### config.mk
export PLATFORM = sky130hd
export DESIGN_NAME = pll_lock_supervisor_flat
export DESIGN_NICKNAME = d
export VERILOG_FILES = /design/src/rtl/pll_lock_supervisor_if.sv /design/src/rtl/pll_lock_supervisor.sv /design/src/flat_wrapper.sv
export SDC_FILE = /design/constraint.sdc
export NUM_CORES = 1
export LEC_CHECK = 0
export ABC_CLOCK_PERIOD_IN_PS = 7900
export BUFFER_PORTS_ARGS = -buffer_cell sky130_fd_sc_hd__clkbuf_2
export CAP_MARGIN = 5
export CORE_MARGIN = 3
export CORE_UTILIZATION = 35
export CTS_CLUSTER_DIAMETER = 120
export DETAILED_ROUTE_END_ITERATION = 8
export GPL_ROUTABILITY_DRIVEN = 0
export PLACE_DENSITY = 0.65
export SYNTH_ARGS = -nofsm -noshare
export SYNTH_HDL_FRONTEND = slang
export SYNTH_SLANG_ARGS = --single-unit
### constraint.sdc
create_clock -name clk -period 7.9 [get_ports clk]
set_input_delay 0.395 -clock clk [delete_from_list [all_inputs] [get_ports clk]]
set_output_delay 0.395 -clock clk [all_outputs]
set_load 0.1 [all_outputs]
### src/rtl/pll_lock_supervisor_if.sv
// Purpose : bundles the PLL-facing and system-facing signals of the lock supervisor.
// Latency : none, wires only.
// Backpressure: none; every signal is a level.
//
// Signals:
//   locked_in  - PLL locked output, asynchronous to clk (into the supervisor)
//   pll_areset - active-high PLL reset request
//   sys_rst_n  - active-low synchronous reset for downstream logic
//   ready      - high only while the PLL is locked and released
//   fault      - sticky failure flag
//   retry_cnt  - lock timeouts since the last successful lock
//   loss_count - lock-loss events seen while running, saturating at 255
interface pll_lock_supervisor_if;
  logic       locked_in;
  logic       pll_areset;
  logic       sys_rst_n;
  logic       ready;
  logic       fault;
  logic [3:0] retry_cnt;
  logic [7:0] loss_count;

  // Supervisor side
  modport master (
    input  locked_in,
    output pll_areset, sys_rst_n, ready, fault, retry_cnt, loss_count
  );

  // PLL / system side
  modport slave (
    output locked_in,
    input  pll_areset, sys_rst_n, ready, fault, retry_cnt, loss_count
  );
endinterface

### src/rtl/pll_lock_supervisor.sv
// Purpose : sequences the board PLL reset and releases sys_rst_n only after lock has been stable.
// Latency : locked_in change to state reaction is 3 clk; first lock_s to sys_rst_n=1 is SETTLE_CYCLES+1.
// Backpressure: none; pure level-driven supervisor, every output registered.
//
// Ports:
//   clk   - 50 MHz board clock (same net as PLL inclk0)
//   rst_n - synchronous active-low reset
//   bus   - pll_lock_supervisor_if.master (locked_in in; pll_areset, sys_rst_n,
//           ready, fault, retry_cnt, loss_count out)
// Optional feature: define PLL_LOSS_COUNTER_EN to build the 8-bit saturating
// lock-loss counter; without it loss_count is tied to zero.
module pll_lock_supervisor #(
  parameter int AREST_CYCLES   = 16,
  parameter int TIMEOUT_CYCLES = 50000,
  parameter int SETTLE_CYCLES  = 1000,
  parameter int MAX_RETRIES    = 3
) (
  input  logic                   clk,
  input  logic                   rst_n,
  pll_lock_supervisor_if.master  bus
);

  localparam int MAX_AT  = (AREST_CYCLES > TIMEOUT_CYCLES) ? AREST_CYCLES : TIMEOUT_CYCLES;
  localparam int MAX_SR  = (SETTLE_CYCLES > MAX_RETRIES) ? SETTLE_CYCLES : MAX_RETRIES;
  localparam int MAX_ALL = (MAX_AT > MAX_SR) ? MAX_AT : MAX_SR;
  localparam int CW      = $clog2(MAX_ALL) + 1;

  // A state ends on the edge that closes its Nth cycle, so compare against N-1.
  localparam logic [CW-1:0] AREST_LAST   = CW'(AREST_CYCLES - 1);
  localparam logic [CW-1:0] TIMEOUT_LAST = CW'(TIMEOUT_CYCLES - 1);
  localparam logic [CW-1:0] SETTLE_LAST  = CW'(SETTLE_CYCLES - 1);
  localparam logic [3:0]    MAX_R        = 4'(MAX_RETRIES);

  typedef enum logic [2:0] {
    PLL_RST   = 3'd0,
    WAIT_LOCK = 3'd1,
    SETTLE    = 3'd2,
    RUN       = 3'd3,
    FAULT     = 3'd4
  } state_t;

  state_t        state, state_nxt;
  logic [CW-1:0] cnt, cnt_nxt;
  logic [3:0]    retry, retry_nxt;
  logic          sync1, lock_s;
  logic          areset_q, sys_rst_n_q, ready_q, fault_q;

  // Two-flop synchronizer; nothing else looks at locked_in.
  always_ff @(posedge clk) begin
    if (!rst_n) begin
      sync1  <= 1'b0;
      lock_s <= 1'b0;
    end else begin
      sync1  <= bus.locked_in;
      lock_s <= sync1;
    end
  end

  // Next-state logic
  always_comb begin
    state_nxt = state;
    retry_nxt = retry;
    unique case (state)
      PLL_RST: begin
        if (cnt == AREST_LAST) state_nxt = WAIT_LOCK;
      end
      WAIT_LOCK: begin
        // Lock takes priority over a coincident timeout.
        if (lock_s) begin
          state_nxt = SETTLE;
        end else if (cnt == TIMEOUT_LAST) begin
          retry_nxt = retry + 4'd1;
          state_nxt = (retry_nxt == MAX_R) ? FAULT : PLL_RST;
        end
      end
      SETTLE: begin
        // Any drop restarts the wait; the counter only sees consecutive lock cycles.
        if (!lock_s) begin
          state_nxt = WAIT_LOCK;
        end else if (cnt == SETTLE_LAST) begin
          state_nxt = RUN;
          retry_nxt = 4'd0;
        end
      end
      RUN: begin
        if (!lock_s) state_nxt = PLL_RST;
      end
      FAULT: begin
        state_nxt = FAULT;
      end
      default: begin
        state_nxt = PLL_RST;
      end
    endcase

    // Counter clears on every state entry and idles in states that never time out.
    if (state_nxt != state || state == RUN || state == FAULT) begin
      cnt_nxt = '0;
    end else begin
      cnt_nxt = cnt + 1'b1;
    end
  end

  // State register plus outputs decoded from the next state, so they are registered
  // and change on the same edge as the state itself.
  always_ff @(posedge clk) begin
    if (!rst_n) begin
      state       <= PLL_RST;
      cnt         <= '0;
      retry       <= 4'd0;
      areset_q    <= 1'b1;
      sys_rst_n_q <= 1'b0;
      ready_q     <= 1'b0;
      fault_q     <= 1'b0;
    end else begin
      state       <= state_nxt;
      cnt         <= cnt_nxt;
      retry       <= retry_nxt;
      areset_q    <= (state_nxt == PLL_RST) || (state_nxt == FAULT);
      sys_rst_n_q <= (state_nxt == RUN);
      ready_q     <= (state_nxt == RUN);
      fault_q     <= (state_nxt == FAULT);
    end
  end

  assign bus.pll_areset = areset_q;
  assign bus.sys_rst_n  = sys_rst_n_q;
  assign bus.ready      = ready_q;
  assign bus.fault      = fault_q;
  assign bus.retry_cnt  = retry;

`ifdef PLL_LOSS_COUNTER_EN
  logic [7:0] loss_q;
  logic       loss_evt;

  // A loss is exactly the RUN -> PLL_RST transition.
  assign loss_evt = (state == RUN) && !lock_s;

  always_ff @(posedge clk) begin
    if (!rst_n) begin
      loss_q <= 8'd0;
    end else if (loss_evt && (loss_q != 8'hFF)) begin
      loss_q <= loss_q + 8'd1;
    end
  end

  assign bus.loss_count = loss_q;
`else
  assign bus.loss_count = 8'd0;
`endif

endmodule

### src/flat_wrapper.sv
// flat-port wrapper written by rule: the top's interface ports become plain ports
module pll_lock_supervisor_flat 
#(
  parameter int AREST_CYCLES   = 16,
  parameter int TIMEOUT_CYCLES = 50000,
  parameter int SETTLE_CYCLES  = 1000,
  parameter int MAX_RETRIES    = 3
)
  (clk, rst_n, bus_locked_in, bus_pll_areset, bus_sys_rst_n, bus_ready, bus_fault, bus_retry_cnt, bus_loss_count);
  pll_lock_supervisor_if bus_i ();
  input  logic clk;
  input  logic rst_n;
  input wire logic [$bits(bus_i.locked_in)-1:0] bus_locked_in;
  output wire logic [$bits(bus_i.pll_areset)-1:0] bus_pll_areset;
  output wire logic [$bits(bus_i.sys_rst_n)-1:0] bus_sys_rst_n;
  output wire logic [$bits(bus_i.ready)-1:0] bus_ready;
  output wire logic [$bits(bus_i.fault)-1:0] bus_fault;
  output wire logic [$bits(bus_i.retry_cnt)-1:0] bus_retry_cnt;
  output wire logic [$bits(bus_i.loss_count)-1:0] bus_loss_count;
  assign bus_i.locked_in = bus_locked_in;
  assign bus_pll_areset = bus_i.pll_areset;
  assign bus_sys_rst_n = bus_i.sys_rst_n;
  assign bus_ready = bus_i.ready;
  assign bus_fault = bus_i.fault;
  assign bus_retry_cnt = bus_i.retry_cnt;
  assign bus_loss_count = bus_i.loss_count;
  pll_lock_supervisor #(.AREST_CYCLES(AREST_CYCLES), .TIMEOUT_CYCLES(TIMEOUT_CYCLES), .SETTLE_CYCLES(SETTLE_CYCLES), .MAX_RETRIES(MAX_RETRIES)) u_core (.clk(clk), .rst_n(rst_n), .bus(bus_i));
endmodule
# Word level (Yosys, flattened, before mapping)
# Cells that the tools add are included.
# totals
register_bits,29
latchBits,0
mem_bits_rw,0
rom_bits,0
wordCells,47
memories,0
# op_classes
addsub,2
n_mul,0
div_mod_pow,0
n_lt_le_gt_ge,0
eq_ne,15
shift,0
mux,13
n_bitwise,1
n_reduce_logical,8
# op_table
cell,count
2-to-1 mux 3 bit,7
"adder 17 x 1 -> 17 bit, second input constant",1
"== test 17 x 10 -> 1 bit, second input constant",1
"== test 17 x 16 -> 1 bit, second input constant",1
"== test 17 x 4 -> 1 bit, second input constant",1
2-to-1 mux 4 bit,4
one-hot mux 3 bit (5 select lines),1
"== test 3 x 2 -> 1 bit, second input constant",3
one-hot mux 4 bit (2 select lines),1
"== test 3 bit, second input constant",2
logical NOT 3 bit,2
"inequality test 2 x 1 -> 1 bit, second input constant",3
AND reduction 5 bit,1
"adder 4 x 1 -> 4 bit, second input constant",1
"== test 4 x 2 -> 1 bit, second input constant",1
"== test 3 x 1 -> 1 bit, second input constant",1
logical OR 1 bit,3
inequality test 3 bit,1
"inequality test 2 bit, second input constant",1
nonzero test 2 bit,1
OR reduction 2 bit,1
inverter 1 bit,1

# Depth between registers and ports, before layout
# Gate-level depths: netlist of run 1.
# depth
ltp_word,10
depth_mapped,7

# Least setup slack after synthesis of run 1
# Ideal clock, no wire load.
# synth_timing
kind,register to register
startpoint,register u_core.cnt[16]
endpoint,register u_core.retry[2] (netlist: u_core.bus.retry_cnt[2])
setup_ps,120
arrival_ps,2379
required_time_ps,7780
path_slack_ps,5402
stages_incl_launch_ff,7
n_path_buf,1
period_less_slack_ps,2498
cell_sequence,dfxtp_1 -> or4_4 -> or4b_4 -> or4_1 -> buf_2 -> and3_1 -> o31a_1
# synth_between
elab_chain_cells,3
elab_cells_between_ends,5
classes_between,eq/ne (4); reduce/logical (1)
# synth_lines
item,line_no,rtl
"start, declared",pll_lock_supervisor.sv:43,"logic [CW-1:0] cnt, cnt_nxt;"
"start signal, assigned",pll_lock_supervisor.sv:117,cnt <= cnt_nxt;
== test 17 x 10 -> 1 bit / == test 17 x 16 -> 1 bit (equally long branches),"pll_lock_supervisor.sv:80, pll_lock_supervisor.sv:71",
inequality test 2 x 1 -> 1 bit (no source line),--,
AND reduction 5 bit (no source line) *,--,
"end signal, assigned",pll_lock_supervisor.sv:118,retry <= retry_nxt;
"end, declared",pll_lock_supervisor.sv:44,"logic [3:0] retry, retry_nxt;"
# Mark *: on every way between the ends. The rest lies on a longest branch, timed or not.
# A chain may end at the register's enable or synchronous reset.

# Final worst setup path of run 1
# Ends and elaborated chain as after synthesis.

==> results of run 1 <==
[worst max-delay path, stage by stage, from the launching register on]
cell and delay [ps]:
dfxtp_1 320, or4_4 530, or4b_4 550, or4_1 660, and3_1 230, o31a_1 230
[metrics by stage]
stage | area [um2] | total power [mW]
CTS | 1600 | 0.291
detailed placement | 1520 | 0.176
global placement | 1520 | 0.176
finish | 1600 | 0.287
floorplan | 1500 | 0.177
global route | 1600 | 0.301
[final timing paths]
kind | slack [ps] | depth (start not counted) | from | endpoint
setup / recovery | 5270 | 5 | u_core.cnt[16] | u_core.bus.retry_cnt[2]
hold / removal | 330 | 2 | bus_locked_in | u_core.sync1
setup reg to reg | 5270 | 5 | u_core.cnt[16] | u_core.bus.retry_cnt[2]
hold reg to reg | 440 | 1 | u_core.sync1 | u_core.lock_s
[Yosys cell counts, types with 2 or more instances]
cell,count
nand2_1,8
and3_1,4
nand4b_1,2
a21boi_0,2
or4_1,2
dfxtp_1,29
and2_1,4
clkbuf_1,4
nand4_1,4
nor3b_1,3
a21oi_1,3
buf_4,9
a211oi_1,10
nor4_1,3
inv_1,8
nand3_1,13
nor2_1,16
xor2_1,6
xnor2_1,10
o21a_1,2
nor3_1,6
ha_1,3
[flip-flops by register name, indices dropped and copies added, names as in the netlist]
signal	count
u_core.bus.retry_cnt	4
u_core.lock_s	1
u_core.cnt	17
u_core.bus.sys_rst_n	1
u_core.bus.pll_areset	1
u_core.sync1	1
u_core.state	3
u_core.bus.fault	1
[power by group]
part | internal (mW) | leakage [nW] | switching [mW]
logic | 0.00260 | 0.303 | 0.0206
clock network | 0.0608 | 0.0450 | 0.0531
registers | 0.148 | 0.235 | 0.00173
total | 0.211 | 0.583 | 0.0754
[layer usage]
metal	up-vias	share of wire
met4	0	0.019
li1	604	-
met1	535	0.50
met5	-	0
met2	17	0.44
met3	6	0.032
[cells by family after synthesis]
logic type / synth area share
other cells: 0.00255
buf+inv: 0.0801
xor+xnor: 0.0954
compound gates: 0.129
simple gates: 0.272
flops: 0.395
fa+ha+maj: 0.0256
[final cells by class]
type                    count  share of cell area
clock buffers               6              0.0453
clock inverters             2             0.00625
inverters                   8              0.0188
multi-input cells         124               0.498
flip-flops and latches     29               0.363
well taps                  48              0.0375
repair buffers             10              0.0313
[cells in the final DEF (no fill, tap or decap), types with 4 or more instances in the layout]
master | netlist | final
a211oi_1 | 10 | 10
and2_1 | 4 | 4
and3_1 | 4 | 4
clkbuf_2 | 0 | 10
clkbuf_8 | 0 | 5
conb_1 | 1 | 8
dfxtp_1 | 29 | 29
inv_1 | 8 | 8
nand2_1 | 8 | 8
nand3_1 | 13 | 13
nand4_1 | 4 | 4
nor2_1 | 16 | 16
nor3_1 | 6 | 6
xnor2_1 | 10 | 10
xor2_1 | 6 | 6
==> out/qor.yml, run 1 <==
status: "finished, final reports clean"
cts_tree: "built"
grt-ovfl-total: 0
syn_to_final_growth_pct: 8.94
grt_max_degree: 17
die_h_um: 70.8
final_cells: 227
yosys-top-cells-area: "dfxtp_1 (40%), xnor2_1 (6.0%), a211oi_1 (5.1%)"
met1_usage: 0.167
setup_ws_ps: 5270
drt_wl_total_um: 2760
crit_type: "register to register"
synthFlopType: "dfxtp_1"
register_area_um2: 581
place_ws_ps: 5280
drt_iter0_markers: 113
worst_slew_pin_slew_ps: 536
fin_util: 0.415
synthArstFlopShare: 0
crit_path_max_fanout: 9
vias: 1162
worst_setup_path_start_kind: "register"
grt_pass1_vias: 1051
grt.busiest_layer: "met2"
cts_max_level: 2
track_usage: 0.125
required_ps: 8060
portBuffers: 10
dpl.cell_count: 219
synth_edf_count: 0
max_slew_margin: 0.642
period_needed_ps: 2630
syn_inst: 168
holdWs_ps: 329
arrival_ps: 2790
initial_core_util: 0.381
post-cts-setup-buffers: 0
num_antenna_cells: 0
die-area_um2: 5010
rsz0062_at_grt: "no"
drive_gt1_frac: 0.123
skew_ps: 7.18
min_path_type: "input pin to register"
slew_viol_final: 0
setup_tns_ps: 0
avgSynthCellArea_um2: 8.74
path_clk_slew_ps: 60
ys_warn_count: 0
ys_seq_area_frac: 0.395
viasPerCell: 5.12
drc: 0
hold_buffers: 0
die_w_um: 70.8
power.density_nw_per_um2: 179
cts_resized: 0
max_clock_freq_ghz: 0.380
nFillCells: 382
drtAntennaViolNets: 0
use_met2: 0.182
cts_sinks: 29
numCtsBuffers: 5
synth_top_cell_by_area: "dfxtp_1"
netlist_area_um2: 1470
netlist.area_leader.share: 0.395
core_um2: 3850
grt.met3_usage: 0.0469
multi_input_area_um2: 797
cellLeakagePower_nw: 0.583
cap_violations: 0
fin_crit_sh: 0.333
antenna_found_initial: 0
num-nets-final: 184
post-dp-hpwl_um: 2040
yosysUniqueCellTypes: 39
pin_count: 19
ys_ff_latch: 29
dr.pass1.iters: 4
hold_viol: 0
wl_per_cell_um: 12.1
clk_latency_ps: 270
cts_root_buffer: "clkbuf_8"
rows: 22
grt_pass1_wl_um: 4890
setup_viol: 0
ir_worst_vdd_v: 0.0000787
cts_buffer_depth: 2
end_kind: "register"
Power figures use the tool's default switching activity.
==> run 2: changes to the inputs <==
- ABC_AREA: unset -> 1
- ABC_CLOCK_PERIOD_IN_PS: 7900 -> 2300
- PLACE_DENSITY: 0.65 -> 0.66
- clock period: 7.9 -> 2.3 ns (I/O delays scaled with it)
==> out/qor.yml, run 2 <==
status: "finished, final reports clean"  # unchanged
portBuffers: 10  # unchanged
ys_seq_area_frac: 0.360  # was 0.395
grt_pass1_wl_um: 4590  # was 4890 um
initial_core_util: 0.365  # was 0.381
synth_commonest_cells: "nor2_1 (37), dfxtp_1 (29), inv_1 (26), nand2_1 (22), nand3_1 (15)"  # was dfxtp_1 (29), nor2_1 (16), nand3_1 (13), a211oi_1 (10), xnor2_1 (10)
cts_root_buffer: "clkbuf_8"  # unchanged
critical-path-slowest-cell: "dfxtp_1"  # was or4_1
avgSynthCellArea_um2: 7.83  # was 8.74 um2
crit_type: "register to register"  # unchanged
drt_iter0_markers: 76  # was 113
post-cts-setup-buffers: 0  # unchanged
drt_wl_total_um: 2690  # was 2760 um
slew_viol_final: 0  # unchanged
ir_worst_vdd_v: 0.000324  # was 0.0000787 V
num_antenna_cells: 0  # unchanged
synth_edf_count: 0  # unchanged
viasPerCell: 4.42  # was 5.12
power.internal_mw: 0.755  # was 0.211 mW
clk_latency_ps: 280  # was 270 ps
cpPeakStageDelay_ps: 350  # was 660 ps
comb_power_share: 0.084  # was 0.081
cap_violations: 0  # unchanged
num-nets-final: 226  # was 184
max_clock_freq_ghz: 0.528  # was 0.380 GHz
synthArstFlopShare: 0  # unchanged
antenna_found_initial: 0  # unchanged
netlist.area_leader.share: 0.360  # was 0.395
period_needed_ps: 1900  # was 2630 ps
numCtsBuffers: 5  # unchanged
p_sw_frac: 0.253  # was 0.263
yosysUniqueCellTypes: 27  # was 39
drtAntennaViolNets: 0  # unchanged
largest_reg_flops: 17  # unchanged
power_frac_clock: 0.407  # was 0.397
dr.pass1.iters: 4  # unchanged
route.met3.wl_um: 112  # was 89 um
worst_slew_pin_slew_ps: 544  # was 536 ps
switchingPower_mw: 0.256  # was 0.0754 mW
cts_resized: 0  # unchanged
wl_met1_um: 1370  # was 1390 um
arrival_ps: 2050  # was 2790 ps
top_layer: "met4"  # unchanged
grt_max_degree: 18  # was 17
skew_ps: 3.14  # was 7.18 ps
hold_buffers: 0  # unchanged
holdWs_ps: 18.7  # was 329 ps
power.density_nw_per_um2: 577  # was 179 nW/um2
synth_top_cell_by_area: "dfxtp_1"  # unchanged
die_h_um: 73.9  # was 70.8 um
seq_power_share: 0.509  # was 0.522
rsz0062_at_grt: "no"  # unchanged
core_um2: 4410  # was 3850 um2
netlist_area_um2: 1610  # was 1470 um2
setup_viol: 0  # unchanged
regMostFlops: "u_core.cnt"  # unchanged
layout_common_cells: "nor2_1 (37), dfxtp_1 (29), inv_1 (26)"  # was dfxtp_1 (29), nor2_1 (16), nand3_1 (13)
die-area_um2: 5460  # was 5010 um2
path_clk_slew_ps: 60  # about the same
synthFlopType: "dfxtp_1"  # unchanged
syn_to_final_growth_pct: 8.69  # was 8.94%
track_usage: 0.112  # was 0.125
route.met2.wl_um: 1150  # was 1230 um
grt_pass1_vias: 1056  # was 1051
yosysMostFrequentCell: "nor2_1"  # was dfxtp_1
max_slew_margin: 0.639  # was 0.642
fin_crit_sh: 0.824  # was 0.333
hold_viol: 0  # unchanged
ys_warn_count: 0  # unchanged
rows: 24  # was 22
drive_gt1_frac: 0.191  # was 0.123
post-dp-hpwl_um: 2040  # about the same
required_ps: 2450  # was 8060 ps
setup_tns_ps: 0  # unchanged
yosys-top-cells-area: "dfxtp_1 (36%), nor2_1 (8.6%), nor2_4 (8.4%)"  # was dfxtp_1 (40%), xnor2_1 (6.0%), a211oi_1 (5.1%)
die_w_um: 73.9  # was 70.8 um
cts_sinks: 29  # unchanged
layout_commonest_cell: "nor2_1"  # was dfxtp_1
drc: 0  # unchanged
path_cells: "ha_1 > nand2_2 > nor2_4 > nand4_2 > nor2_2 > nand2_2 > nor2_4 > nor2_2 > nand3_4 > nor2_1"  # was or4_4 > or4b_4 > or4_1 > and3_1 > o31a_1
min_path_type: "input pin to register"  # unchanged
cellLeakagePower_nw: 0.687  # was 0.583 nW
worst_setup_path_start_kind: "register"  # unchanged
vias: 1201  # was 1162
cts_buffer_depth: 2  # unchanged
wl_per_cell_um: 9.88  # was 12.1 um
cts_max_level: 2  # unchanged
end_kind: "register"  # unchanged
ys_ff_latch: 29  # unchanged
cts_tree: "built"  # unchanged
syn_inst: 206  # was 168
crit_path_max_fanout: 17  # was 9
grt-ovfl-total: 0  # unchanged
pin_count: 19  # unchanged
run 2: cell types whose count changed in the layout (fill, tap and decap cells not counted), moves of 5 or more:
| cell | delta |
|---|---|
| nor2_1 | +21 |
| inv_1 | +18 |
| nand2_1 | +14 |
| nor2_4 | +12 |
| a211oi_1 | -10 |
| xor2_1 | +5 |
run 2: worst max-delay path, delay by kind of cell (launching register included):
| kind | cells | cell delay (ps) |
|---|---|---|
| DFF | 1 | 350 |
| adders and majority gates | 1 | 220 |
| and+or+nand+nor | 9 | 1190 |
run 2: path summary, 6_finish.rpt:
kind,slack [ps],end,from,cells past startpoint
worst max-delay path,400,u_core.cnt[5],u_core.cnt[0],10
worst min-delay path,20,u_core.sync1,bus_locked_in,3
worst max register to register,400,u_core.cnt[5],u_core.cnt[0],10
worst min register to register,420,u_core.lock_s,u_core.sync1,2
run 2: cells by family after synthesis:
logic type	after synthesis	share of synthesized area
buffers and inverters	38	0.119
XOR/XNOR	17	0.0923
AND/OR/NAND/NOR	107	0.358
adder cells (fa/ha/maj)	3	0.0233
flip-flops	29	0.360
AO/OA/AOI/OAI	11	0.0450
other	1	0.00233
run 2: final cells by class:
class	instances	area, um2
fill	448	2660
inverter	28	105
tap	52	65.1
sequential	29	581
multi-input combinational	146	866
timing repair buffer	10	50.0
clock buffer	7	86.3
run 2: power groups by stage:
stage          Sequential, mW  Combinational [mW]  Clock, mW
2_1_floorplan           0.524              0.0941          0
3_3_place_gp            0.525              0.0855          0
3_5_place_dp            0.525              0.0859          0
4_1_cts                 0.514              0.0859      0.423
5_1_grt                 0.514              0.0901      0.452
6_report                0.514              0.0851      0.412
run 2: metal layers:
layer | GRT usage | vias up
li1 | - | 652
met1 | 0.145 | 525
met2 | 0.160 | 17
met3 | 0.0410 | 7
met4 | 0.0604 | 0
met5 | 0 | -
run 2: through the flow:
stage	utilization	total power [mW]	area (um2)	setup WS (ps)	std cells
2_1_floorplan	-	0.618	1640	114	213
3_3_place_gp	0.378	0.610	1670	457	265
3_5_place_dp	0.378	0.611	1670	406	265
4_1_cts	0.397	1.02	1750	384	272
5_1_grt	0.397	1.06	1750	201	272
6_report	0.397	1.01	1750	404	272
